**config.mk**
```make
export PLATFORM = sky130hd
export DESIGN_NAME = game_sequencer_flat
export DESIGN_NICKNAME = d
export VERILOG_FILES = /design/src/rtl/game_sequencer_if.sv /design/src/rtl/game_sequencer.sv /design/src/flat_wrapper.sv
export SDC_FILE = /design/constraint.sdc
export NUM_CORES = 1
export LEC_CHECK = 0
export BUFFER_PORTS_ARGS = -buffer_cell sky130_fd_sc_hd__buf_4
export CAP_MARGIN = 30
export CORE_UTILIZATION = 50
export CTS_CLUSTER_DIAMETER = 50
export DETAILED_ROUTE_END_ITERATION = 6
export PLACE_DENSITY = 0.87
export SETUP_SLACK_MARGIN = 0.15
export SYNTH_ARGS = -nofsm -noshare
export SYNTH_HDL_FRONTEND = slang
export SYNTH_SLANG_ARGS = --single-unit
export TNS_END_PERCENT = 20
```
**constraint.sdc**
```tcl
create_clock -name clk_25MHz -period 1.6 [get_ports clk_25MHz]
set_input_delay 0.08 -clock clk_25MHz [delete_from_list [all_inputs] [get_ports clk_25MHz]]
set_output_delay 0.08 -clock clk_25MHz [all_outputs]
set_load 0.01 [all_outputs]
```
**src/rtl/game_sequencer_if.sv**
```systemverilog
// rtl/game_sequencer_if.sv - formation, button and status signals of the game sequencer
interface game_sequencer_if;
    logic        button;
    logic        hit;
    logic        player_hit;
    logic [19:0] invaders_array;
    logic [4:0]  invaders_line;
    logic        start;
    logic [2:0]  level;
    logic [9:0]  score;
    logic [1:0]  lives;
    logic        game_over;
    logic [2:0]  state;

    modport master (
        input  button, hit, player_hit, invaders_array, invaders_line,
        output start, level, score, lives, game_over, state
    );

    modport slave (
        output button, hit, player_hit, invaders_array, invaders_line,
        input  start, level, score, lives, game_over, state
    );
endinterface

```
**src/rtl/game_sequencer.sv**
```systemverilog
// rtl/game_sequencer.sv - level/lives/score sequencer driving the invaders formation
module game_sequencer #(
    parameter int PAUSE_CYCLES = 25000000,
    parameter int BOTTOM_LINE  = 13,
    parameter int MAX_LEVEL    = 7,
    parameter int START_LIVES  = 3
) (
    input  logic             clk_25MHz,
    input  logic             reset,
    game_sequencer_if.master bus
);
    localparam int CNT_W = (PAUSE_CYCLES > 1) ? $clog2(PAUSE_CYCLES) : 1;

    typedef enum logic [2:0] {
        S_IDLE      = 3'd0,
        S_LAUNCH    = 3'd1,
        S_PLAY      = 3'd2,
        S_PAUSE     = 3'd3,
        S_GAME_OVER = 3'd4
    } state_t;

    state_t             state_q, state_d;
    logic               start_q, start_d;
    logic [2:0]         level_q, level_d;
    logic [9:0]         score_q, score_d;
    logic [1:0]         lives_q, lives_d;
    logic               over_q, over_d;
    logic [CNT_W-1:0]   cnt_q, cnt_d;
    logic               cleared_q, cleared_d;
    logic               guard_q, guard_d;
    logic               button_q;
    logic               btn_rise;

    assign btn_rise = bus.button & ~button_q;

    always_ff @(posedge clk_25MHz or posedge reset) begin
        if (reset) begin
            state_q   <= S_IDLE;
            start_q   <= 1'b0;
            level_q   <= 3'd0;
            score_q   <= 10'd0;
            lives_q   <= 2'(START_LIVES);
            over_q    <= 1'b0;
            cnt_q     <= '0;
            cleared_q <= 1'b0;
            guard_q   <= 1'b0;
            button_q  <= 1'b0;
        end else begin
            state_q   <= state_d;
            start_q   <= start_d;
            level_q   <= level_d;
            score_q   <= score_d;
            lives_q   <= lives_d;
            over_q    <= over_d;
            cnt_q     <= cnt_d;
            cleared_q <= cleared_d;
            guard_q   <= guard_d;
            button_q  <= bus.button;
        end
    end

    always_comb begin
        state_d   = state_q;
        level_d   = level_q;
        score_d   = score_q;
        lives_d   = lives_q;
        cnt_d     = '0;
        cleared_d = cleared_q;
        guard_d   = 1'b0;
        case (state_q)
            S_IDLE: begin
                if (btn_rise) state_d = S_LAUNCH;
            end
            S_LAUNCH: begin
                state_d = S_PLAY;
                guard_d = 1'b1;
            end
            S_PLAY: begin
                if (bus.hit && score_q != 10'd1023) score_d = score_q + 10'd1;
                // guard_q marks the cycle right after the start pulse, while the formation reloads
                if (!guard_q) begin
                    if (bus.invaders_array == 20'd0) begin
                        cleared_d = 1'b1;
                        state_d   = S_PAUSE;
                    end else if (bus.invaders_line >= 5'(BOTTOM_LINE) || bus.player_hit) begin
                        if (lives_q == 2'd1) begin
                            lives_d = 2'd0;
                            state_d = S_GAME_OVER;
                        end else begin
                            lives_d   = lives_q - 2'd1;
                            cleared_d = 1'b0;
                            state_d   = S_PAUSE;
                        end
                    end
                end
            end
            S_PAUSE: begin
                cnt_d = cnt_q + 1'b1;
                if (cnt_q == CNT_W'(PAUSE_CYCLES - 1)) begin
                    if (cleared_q && level_q < 3'(MAX_LEVEL)) level_d = level_q + 3'd1;
                    cleared_d = 1'b0;
                    state_d   = S_LAUNCH;
                end
            end
            S_GAME_OVER: begin
                if (btn_rise) begin
                    score_d = 10'd0;
                    level_d = 3'd0;
                    lives_d = 2'(START_LIVES);
                    state_d = S_IDLE;
                end
            end
            default: state_d = S_IDLE;
        endcase
        start_d = (state_d == S_LAUNCH);
        over_d  = (state_d == S_GAME_OVER);
    end

    assign bus.start     = start_q;
    assign bus.level     = level_q;
    assign bus.score     = score_q;
    assign bus.lives     = lives_q;
    assign bus.game_over = over_q;
    assign bus.state     = state_q;
endmodule

```
**src/flat_wrapper.sv**
```systemverilog
// flat-port wrapper written by rule: the top's interface ports become plain ports
module game_sequencer_flat 
#(
    parameter int PAUSE_CYCLES = 25000000,
    parameter int BOTTOM_LINE  = 13,
    parameter int MAX_LEVEL    = 7,
    parameter int START_LIVES  = 3
)
  (clk_25MHz, reset, bus_button, bus_hit, bus_player_hit, bus_invaders_array, bus_invaders_line, bus_start, bus_level, bus_score, bus_lives, bus_game_over, bus_state);
  game_sequencer_if bus_i ();
  input  logic clk_25MHz;
  input  logic reset;
  input wire logic [$bits(bus_i.button)-1:0] bus_button;
  input wire logic [$bits(bus_i.hit)-1:0] bus_hit;
  input wire logic [$bits(bus_i.player_hit)-1:0] bus_player_hit;
  input wire logic [$bits(bus_i.invaders_array)-1:0] bus_invaders_array;
  input wire logic [$bits(bus_i.invaders_line)-1:0] bus_invaders_line;
  output wire logic [$bits(bus_i.start)-1:0] bus_start;
  output wire logic [$bits(bus_i.level)-1:0] bus_level;
  output wire logic [$bits(bus_i.score)-1:0] bus_score;
  output wire logic [$bits(bus_i.lives)-1:0] bus_lives;
  output wire logic [$bits(bus_i.game_over)-1:0] bus_game_over;
  output wire logic [$bits(bus_i.state)-1:0] bus_state;
  assign bus_i.button = bus_button;
  assign bus_i.hit = bus_hit;
  assign bus_i.player_hit = bus_player_hit;
  assign bus_i.invaders_array = bus_invaders_array;
  assign bus_i.invaders_line = bus_invaders_line;
  assign bus_start = bus_i.start;
  assign bus_level = bus_i.level;
  assign bus_score = bus_i.score;
  assign bus_lives = bus_i.lives;
  assign bus_game_over = bus_i.game_over;
  assign bus_state = bus_i.state;
  game_sequencer #(.PAUSE_CYCLES(PAUSE_CYCLES), .BOTTOM_LINE(BOTTOM_LINE), .MAX_LEVEL(MAX_LEVEL), .START_LIVES(START_LIVES)) u_core (.clk_25MHz(clk_25MHz), .reset(reset), .bus(bus_i));
endmodule
```
==> impl_metrics.yaml <==
run_status:
  status: "finished, violations left"
  violations: "setup timing"
critical_path:
  reg2reg_to: "u_core.bus.level[0]"
  cp.required_ns: 1.80
  rr_worst_depth: 5
  r2r-start: "u_core.cnt_q[9]"
  max_stage_delay_ns: 0.44
  start_kind: "register"
  path_cells: "nor4_4 > and4_4 > a31oi_4 > a21oi_2 > mux2_4"
  crit_path_top_delay_cell: "dfrtp_1"
  cp.arrival_ns: 2.01
  critical_path_class: "register to register"
  crit_family: "simple AND/OR/NAND/NOR gates"
  rrSetupSlack_ns: -0.21
  cp-end-kind: "register"
  crit_fanout: 3
  critPathBufInv: 0
global_route:
  grt_max_degree: 49
  overflow: 0
  grt_pass1_wl_mm: 12.46
  track_usage_pct: 31.36
  antenna_found_initial: 0
  grt_pass1_vias: 2670
drt:
  firstDrtPassIters: 5
  postRouteAntennaNets: 0
  detail_route.iter0.violations: 235
  drc_errors: 0
  routed_wl_mm: 8.401
  vias: 2590
  detail_route.wl_per_cell_um: 19.05
  viasPerCell: 5.873
hold_path:
  whs_endpoint: "u_core.bus.state[2]"
  holdPathStages: 4
  worstHoldStart: "bus_button"
  hold_path_class: "input port to register"
placed_design:
  gp_congestion: 0.9082
  dp_hpwl_mm: 4.900
  port_buffers: 49
  postPlaceCellArea_sq_um: 3471
  placed_cells: 422
layout:
  syn_to_final_growth_pct: 51.46
  nets: 407
  design_area_sq_um: 3900
  diodes: 0
  fin_cells: 441
  drive_gt1_share_pct: 48.40
  final_cell_mix: "buf_4 (108), dfrtp_1 (43), nor2_1 (37)"
  layout_commonest_cell: "buf_4"
sta:
  post-route-period-util_pct: 113.2
  slew_headroom_pct: 67.71
  slew_viol_final: 0
  setup_slack_ns: -0.2114
  min_period_ns: 1.811
  finalHoldViolCount: 0
  clock_skew_ns: 0.008925
  rsz0062_at_grt: "true"
  tns_ns: -2.137
  setup_viol: 19
  fmax_ghz: 0.5521
  worst_pin_slew_ns: 0.4826
power_and_ir_drop:
  ir_drop_v: 0.0006110
  power_leakage_nw: 1.761
  power.density_nw_per_um2: 1176
clocking:
  cts_root_buffer: "clkbuf_8"
  ctsHtreeMaxLevel: 2
  ctsLongestPathBuffers: 2
  numCtsBuffers: 5
  cts_sinks: 48
  clk_latency_ns: 0.30
  clk_pin_slew_ns: 0.09
  cts_tree: "yes"
synthesis:
  syn_avg_cell_area_sq_um: 10.14
  syn_nets: 288
  yosysSeqAreaShare_pct: 46.74
  yosys.area.top_type_share_pct: 44.70
  yosysWarnings: 0
  synth.distinct_cells: 51
  syn_area_sq_um: 2575
  synth_area_leaders: "dfrtp_1 (45%), xor2_1 (5.8%), nor2_1 (5.5%)"
  ys_ff_latch: 48
  synthCells: 254
  synth_top_cell_by_area: "dfrtp_1"
floorplan:
  ioPinCount: 50
  die_w_um: 73.77
  die-area_sq_um: 5441
  coreArea_sq_um: 4848
  initial_utilization_pct: 53.11
  fp-row-count: 25
  die_h_um: 73.77
flow_run:
  maxCapViolCount: 0
synthesized netlist by cell type (all sizes together):
cell type / count
a2111oi: 2
a211oi: 4
a21oi: 8
a2bb2oi: 1
a31o: 1
a31oi: 1
and2: 2
and2b: 2
and3: 5
and4: 3
and4bb: 1
buf: 4
clkbuf: 4
dfrtp: 46
dfstp: 2
ha: 4
inv: 5
mux2: 2
mux2i: 5
nand2: 20
nand2b: 1
nand3: 20
nand3b: 1
nand4: 13
nand4bb: 1
nor2: 38
nor2b: 2
nor3: 1
nor3b: 3
nor4: 8
nor4bb: 1
o211ai: 1
o21a: 1
o21ai: 4
o21ba: 1
o31ai: 1
o32ai: 2
or2: 1
or3: 2
or4: 1
xnor2: 12
xor2: 17
power breakdown:
part	leakage, nW	switching, W	internal (W)	total (W)
clock network	0.0455	0.000410	0.000354	0.000764
logic	1.08	0.00112	0.00111	0.00223
registers	0.636	0.000170	0.00142	0.00159
tightest hold or removal path: stages:
cell and delay (ns):
buf_4 0.08, and2b_2 0.18, buf_4 0.14, o32ai_2 0.07
state kept, by name, indices dropped and copies added (netlist names):
signal and flops:
u_core.cnt_q 25, u_core.bus.score 10, u_core.bus.level 3, u_core.bus.state 3, u_core.bus.lives 2, u_core.bus.game_over 1
u_core.bus.start 1, u_core.button_q 1, u_core.cleared_q 1, u_core.guard_q 1
cell families after synthesis:
group	Yosys count	synth area share (%)
buffers and inverters	13	2.769
xor gates and xnor gates	29	9.864
muxes	7	2.818
and+or+nand+nor	126	27.26
DFF	48	46.74
AOI/OAI and AO/OA	27	8.602
adders and majority gates	4	1.944
through the flow:
stage                     utilization (%)  setup WS, ns  power (W)  hold slack [ns]
final                               80.44       -0.2114   0.004586           0.2871
after detailed placement            71.59       -0.2115   0.003353           0.1443
after global placement              71.59      -0.09018   0.003269           0.1407
after floorplan                         -       -0.1167   0.002508           0.1114
after global routing                80.44       -0.2712   0.004760           0.3094
after CTS                           77.78       -0.1177   0.004266           0.2786
worst max-delay path by stage:
stage	slack, ns	startpoint	end	depth (start not counted)
3_3_place_gp	-0.09	u_core.cnt_q[6]	u_core.bus.level[0]	5
5_1_grt	-0.27	u_core.cnt_q[9]	u_core.bus.level[1]	6
2_1_floorplan	-0.12	u_core.bus.state[0]	u_core.bus.score[8]	7
4_1_cts	-0.12	u_core.cnt_q[23]	u_core.bus.level[0]	5
6_report	-0.21	u_core.cnt_q[9]	u_core.bus.level[0]	5
3_5_place_dp	-0.21	u_core.cnt_q[17]	u_core.bus.level[0]	5
area by class of cell:
| type | instances | area [sq um] |
|---|---|---|
| timing repair buffer | 120 | 952.2 |
| clock buffer | 8 | 90.09 |
| fill | 258 | 948.4 |
| sequential | 48 | 1207 |
| tap | 67 | 83.83 |
| inverter | 5 | 18.77 |
| multi-input combinational | 193 | 1548 |
metal layers:
layer  vias to the layer above  wire length, um  GRT usage [%]
met2                       131             4333          57.49
li1                       1134                -              -
met4                         0              517          19.02
met3                        52              450          4.390
met5                         -                0              0
met1                      1273             3099          33.96
what timing repair did:
action                                 CTS  global route
pin swaps                               44            24
setup endpoints to repair               34            35
buffers inserted                         7             2
resized for setup                       33            23
endpoints found under the hold margin   47             0
hold buffers                             2             0
Power figures use the tool's default switching activity.
